### src/rtl/ahb_lite_master_ctrl.sv
// AHB-Lite master controller: runs one word-wide INCR/SINGLE burst per command,
// moving data between the local register file and the AHB bus.
module ahb_lite_master_ctrl #(
  parameter int ADDR_WIDTH = 32,
  parameter int DATA_WIDTH = 32,
  parameter int MAX_BEATS  = 8
) (
  input  logic                  HCLK,
  input  logic                  HRESETn,
  input  logic                  cmd_start,
  input  logic                  cmd_write,
  input  logic [ADDR_WIDTH-1:0] cmd_addr,
  input  logic [3:0]            cmd_len,
  output logic                  busy,
  output logic                  done,
  output logic                  err,
  output logic                  mem_read,
  output logic                  mem_write,
  output logic [DATA_WIDTH-1:0] mem_wdata,
  input  logic [DATA_WIDTH-1:0] mem_rdata,
  output logic [ADDR_WIDTH-1:0] HADDR,
  output logic [1:0]            HTRANS,
  output logic                  HWRITE,
  output logic [2:0]            HSIZE,
  output logic [2:0]            HBURST,
  output logic [DATA_WIDTH-1:0] HWDATA,
  input  logic [DATA_WIDTH-1:0] HRDATA,
  input  logic                  HREADY,
  input  logic                  HRESP
);

  typedef enum logic [2:0] {
    S_IDLE,
    S_ADDR,
    S_BURST,
    S_LAST,
    S_ERR
  } state_t;

  localparam logic [1:0] TR_IDLE   = 2'b00;
  localparam logic [1:0] TR_NONSEQ = 2'b10;
  localparam logic [1:0] TR_SEQ    = 2'b11;
  localparam logic [2:0] BR_SINGLE = 3'b000;
  localparam logic [2:0] BR_INCR   = 3'b001;
  localparam logic [3:0] MAX_LEN   = 4'(MAX_BEATS);

  state_t          state;
  logic [3:0]      beats_left;
  logic            dph_vld_p1;
  logic [3:0]      len_eff;
  logic [ADDR_WIDTH-1:0] addr_next;

  // Zero-length commands run one beat; anything above the register-file depth saturates.
  function automatic logic [3:0] clamp_len(input logic [3:0] len);
    if (len == 4'd0)
      return 4'd1;
    else if (len > MAX_LEN)
      return MAX_LEN;
    else
      return len;
  endfunction

  // A SEQ beat may not cross a 1KB page, so the first beat of a new page restarts as NONSEQ.
  function automatic logic [1:0] seq_trans(input logic [ADDR_WIDTH-1:0] addr);
    if (addr[9:0] == 10'd0)
      return TR_NONSEQ;
    else
      return TR_SEQ;
  endfunction

  assign len_eff   = clamp_len(cmd_len);
  assign addr_next = HADDR + ADDR_WIDTH'(4);

  assign HSIZE    = 3'b010;
  assign HWDATA   = mem_rdata;
  assign mem_read = HTRANS[1] & HWRITE & HREADY;

  // Data-phase tracking and read-data capture into the register file.
  always_ff @(posedge HCLK or negedge HRESETn) begin
    if (!HRESETn) begin
      dph_vld_p1 <= 1'b0;
      mem_write  <= 1'b0;
      mem_wdata  <= '0;
    end else begin
      if (HREADY)
        dph_vld_p1 <= HTRANS[1];
      mem_write <= 1'b0;
      if (dph_vld_p1 && !HWRITE && HREADY && !HRESP) begin
        mem_wdata <= HRDATA;
        mem_write <= 1'b1;
      end
    end
  end

  // Burst FSM driving the registered AHB address-phase outputs and status.
  always_ff @(posedge HCLK or negedge HRESETn) begin
    if (!HRESETn) begin
      state      <= S_IDLE;
      beats_left <= '0;
      HADDR      <= '0;
      HTRANS     <= TR_IDLE;
      HWRITE     <= 1'b0;
      HBURST     <= BR_SINGLE;
      busy       <= 1'b0;
      done       <= 1'b0;
      err        <= 1'b0;
    end else begin
      done <= 1'b0;
      err  <= 1'b0;
      if (dph_vld_p1 && !HREADY && HRESP && (state != S_ERR)) begin
        state  <= S_ERR;
        HTRANS <= TR_IDLE;
      end else begin
        case (state)
          S_IDLE: begin
            if (cmd_start && !done) begin
              state      <= S_ADDR;
              busy       <= 1'b1;
              HADDR      <= {cmd_addr[ADDR_WIDTH-1:2], 2'b00};
              HTRANS     <= TR_NONSEQ;
              HWRITE     <= cmd_write;
              HBURST     <= (len_eff == 4'd1) ? BR_SINGLE : BR_INCR;
              beats_left <= len_eff - 4'd1;
            end
          end
          S_ADDR, S_BURST: begin
            if (HREADY) begin
              if (beats_left == 4'd0) begin
                state  <= S_LAST;
                HTRANS <= TR_IDLE;
              end else begin
                state      <= S_BURST;
                HADDR      <= addr_next;
                HTRANS     <= seq_trans(addr_next);
                beats_left <= beats_left - 4'd1;
              end
            end
          end
          S_LAST: begin
            if (HREADY) begin
              state <= S_IDLE;
              busy  <= 1'b0;
              done  <= 1'b1;
            end
          end
          S_ERR: begin
            if (HREADY) begin
              state <= S_IDLE;
              busy  <= 1'b0;
              done  <= 1'b1;
              err   <= 1'b1;
            end
          end
          default: begin
            state  <= S_IDLE;
            HTRANS <= TR_IDLE;
            busy   <= 1'b0;
          end
        endcase
      end
    end
  end

endmodule
### config.mk
export PLATFORM = sky130hd
export DESIGN_NAME = ahb_lite_master_ctrl
export DESIGN_NICKNAME = d
export VERILOG_FILES = /design/src/rtl/ahb_lite_master_ctrl.sv
export SDC_FILE = /design/constraint.sdc
export NUM_CORES = 1
export LEC_CHECK = 0
export ABC_CLOCK_PERIOD_IN_PS = 2460
export CAP_MARGIN = 20
export CELL_PAD_IN_SITES_DETAIL_PLACEMENT = 1
export CELL_PAD_IN_SITES_GLOBAL_PLACEMENT = 1
export CORE_MARGIN = 2
export CORE_UTILIZATION = 29
export DETAILED_ROUTE_END_ITERATION = 10
export PLACE_DENSITY = 0.89
export SYNTH_ARGS = -nofsm -noshare
export SYNTH_HDL_FRONTEND = slang
export SYNTH_SLANG_ARGS = --single-unit
export TNS_END_PERCENT = 5
### constraint.sdc
create_clock -name HCLK -period 2.46 [get_ports HCLK]
set_input_delay 0.246 -clock HCLK [delete_from_list [all_inputs] [get_ports HCLK]]
set_output_delay 0.246 -clock HCLK [all_outputs]
set_load 0.02 [all_outputs]
==> impl_metrics.json <==
{
  "final-hold-violation-count": 0,
  "syn_to_final_growth_pct": 41.24,
  "fin_tns_setup_ns": 0,
  "avgSynthCellArea_um2": 9.682,
  "fin_crit_sh_pct": 91.89,
  "grt_pass1_vias": 4330,
  "synth-seq-cells": 78,
  "fin_worst_skew_ns": 0.009022,
  "p_leak_nw": 2.487,
  "top_usage_layer": "met2",
  "dieArea_um2": 16020,
  "hold_depth": 3,
  "cp_num_cells": 8,
  "drtIter0Drc": 156,
  "grt_max_degree": 46,
  "place_area_um2": 5786,
  "wirelength_um": 14820,
  "grt_pass1_wl_um": 23650,
  "finalNetCount": 672,
  "slew_violations": 0,
  "cp_num_buf_inv": 2,
  "p_per_area_nw_per_um2": 1429,
  "max-vdd-ir-drop_uv": 557.6,
  "die_x_um": 126.6,
  "p_comb_share_pct": 52.3,
  "yosys_warnings": 0,
  "worstHoldPathType": "in2reg",
  "ios": 216,
  "core_area_um2": 14590,
  "synth_edf_count": 0,
  "routabilityCongestion": 0.8632,
  "cap_violations": 0,
  "synth_top_flop_cell": "dfrtp_1",
  "synth_area_um2": 4357,
  "crit_type": "reg2reg",
  "finalCriticalPeriod_ns": 2.261,
  "synthArstFlopShare_pct": 100.0,
  "path_cells": "inv_1, ha_1, or3b_2, o211ai_1, or2_4, buf_4, a21oi_1, a2bb2oi_1",
  "netlist.top_cell.by_area": "dfrtp_1",
  "netSwitchingFraction_pct": 42.49,
  "finalPower_w": 0.008794,
  "internal_power_w": 0.005058,
  "grt_overflow": 0,
  "port-buffer-count": 142,
  "synthSimpleGateAreaFrac_pct": 17.86,
  "fp-row-count": 44,
  "first_pass_iters": 4,
  "clk_path_buf_depth": 2,
  "drive_gt1_share_pct": 14.11,
  "fin_area_um2": 6153,
  "synthAdderAreaFrac_pct": 1.149,
  "globalRouteMet1Util_pct": 22.13,
  "crit_path_max_incr_delay_ns": 0.51,
  "worst_pin_slew_ns": 0.6408,
  "clkPwrFrac_pct": 18.2,
  "clock_latency_ns": 0.35,
  "ant_nets": 0,
  "fp.dieH_um": 126.6,
  "critical_path.endpoint_type": "flip-flop",
  "p_seq_share_pct": 29.5,
  "synth.top_cell.area_share_pct": 44.80,
  "synthDistinctLibCells": 58,
  "reg2reg_depth": 8,
  "synth-compound-area-share_pct": 16.20,
  "dp.final_hpwl_um": 10850,
  "cts.reportedPaths.clkPinSlew_ns": 0.06,
  "final_cell_count_no_fill": 751,
  "start_util_pct": 29.86,
  "power.switching_w": 0.003736,
  "track_usage_pct": 18.77,
  "numCtsBuffers": 9,
  "muxShareOfSynthArea_pct": 8.530,
  "cts-root-buf": "clkbuf_16",
  "diodes": 0,
  "dpl.cell_count": 734,
  "path_max_fanout": 13,
  "grt_setup_unrepaired": "false",
  "htree_levels": 3,
  "ys_top_cells_by_area": "dfrtp_1 45%, mux2_2 8.5%, buf_4 7.2%",
  "synth_xor_area_share_pct": 0.8041,
  "post-route-drc-count": 0,
  "slowest_stage": "or3b_2",
  "arrival_ns": 2.49,
  "grt_use_met3_pct": 4.724,
  "cp.required_ns": 2.69,
  "vias_per_cell": 5.300,
  "setup_violations": 0,
  "wl_per_cell_um": 19.73,
  "met2_usage_pct": 33.12,
  "antenna_found_initial": 0,
  "syn_inst": 450,
  "max_freq_ghz": 0.4424,
  "cts_sinks": 78,
  "seq_area_frac_synth_pct": 44.80,
  "path_delay_family": "simple AND/OR/NAND/NOR gates",
  "fin_util_pct": 42.18,
  "routed-via-count": 3980,
  "synth_top_family_by_area": "simple AND/OR/NAND/NOR gates",
  "status": "finished clean",
  "post-cts-setup-buffer-count": 0,
  "maxSlewHeadroom_pct": 57.28,
  "start_kind": "flip-flop",
  "cts_tree": "built"
}
-- synthesized netlist by cell type, drive strengths merged (2+ instances only) --
| cell | number |
|---|---|
| o21ai | 28 |
| a2bb2oi | 7 |
| ha | 4 |
| and3 | 8 |
| a22oi | 4 |
| nor2b | 2 |
| mux2 | 33 |
| xor2 | 2 |
| nand2b | 3 |
| nor3 | 14 |
| o22ai | 9 |
| o211ai | 7 |
| or2 | 2 |
| conb | 2 |
| and4 | 6 |
| and2 | 2 |
| a221o | 3 |
| nor4 | 4 |
| a31oi | 5 |
| a32oi | 2 |
| a21oi | 23 |
| a211o | 4 |
| o221ai | 2 |
| xnor2 | 2 |
| inv | 8 |
| o31ai | 2 |
| nor3b | 2 |
| nand2 | 40 |
| buf | 50 |
| dfrtp | 78 |
| a21o | 2 |
| nand3 | 20 |
| clkbuf | 15 |
| nand4 | 10 |
| o311ai | 2 |
| nor2 | 28 |
-- routing by layer --
metal / vias to the layer above / routed length [um] / share of wire (%)
met5: - / 0 / 0
met2: 165 / 7484 / 51
met3: 34 / 963 / 6.5
li1: 1822 / - / -
met4: 0 / 321 / 2.2
met1: 1959 / 6048 / 41
-- per-stage QoR --
| step | setup WS, ns | hold WS, ns |
|---|---|---|
| 2_1_floorplan | 0.4093 | -0.04959 |
| 3_3_place_gp | 0.1812 | 0.3068 |
| 3_5_place_dp | 0.1283 | 0.3141 |
| 4_1_cts | 0.1453 | 0.4325 |
| 5_1_grt | 0.02291 | 0.4757 |
| 6_report | 0.1995 | 0.4512 |
-- power by group through the flow --
| stage | clock, W | sequential, W | combinational [W] |
|---|---|---|---|
| after CTS | 0.00163 | 0.00259 | 0.00462 |
| after global routing | 0.00168 | 0.00269 | 0.00500 |
| after global placement | 0 | 0.00253 | 0.00441 |
| after detailed placement | 0 | 0.00260 | 0.00459 |
| final | 0.00160 | 0.00259 | 0.00460 |
| after floorplan | 0 | 0.00303 | 0.00213 |
-- state kept, by name, indices dropped and copies added, names as in the netlist, 2 cells and up --
name and count:
HADDR 30, HTRANS 2, beats_left 4, mem_wdata 32, state 3
-- final cells by class --
| type | instances | area, um2 |
|---|---|---|
| well taps | 184 | 230.2 |
| multi-input cells | 303 | 1977 |
| inverters | 8 | 30.03 |
| repair buffers | 162 | 1609 |
| clock buffers | 10 | 239.0 |
| clock inverters | 6 | 116.4 |
| fillers | 1623 | 8436 |
| flip-flops and latches | 78 | 1952 |
-- layout by cell type, fill, tap and decap left out, types with 8 or more instances in the layout --
cell type,n
a21oi_1,23
buf_4,17
clkbuf_16,9
clkdlybuf4s50_1,141
dfrtp_1,78
inv_1,8
mux2_2,33
nand2_1,39
nand3_1,19
nand4_1,10
nor2_1,27
nor3_1,12
o21ai_0,28
o22ai_1,9
-- repair_timing --
item,in CTS,in global routing
gates resized for setup,0,1
hold endpoints to repair,44,0
hold buffers,1,0
setup endpoints to repair,0,10
-- cells by family after synthesis --
| kind of cell | count (synthesis) |
|---|---|
| multiplexers | 33 |
| flip-flops | 78 |
| other | 2 |
| adder cells (fa/ha/maj) | 4 |
| XOR/XNOR | 4 |
| AND/OR/NAND/NOR | 147 |
| buffers and inverters | 74 |
| AO/OA/AOI/OAI | 108 |
-- worst register-to-register path: stages, from the launching register on --
cell and delay [ns]:
dfrtp_1 0.43, inv_1 0.08, ha_1 0.19, or3b_2 0.51, o211ai_1 0.24, or2_4 0.25
buf_4 0.22, a21oi_1 0.07, a2bb2oi_1 0.16
-- final timing paths --
kind	from	end	slack (ns)
worst min register to register	mem_wdata[26]	mem_wdata[26]	0.51
worst max-delay path	beats_left[0]	HADDR[22]	0.20
max in group asynchronous	HRESETn	mem_wdata[16]	1.37
worst max register to register	beats_left[0]	HADDR[22]	0.20
worst min-delay path	cmd_write	HWRITE	0.45
min in group asynchronous	HRESETn	HADDR[21]	0.46
(Power assumes the default switching activity.)
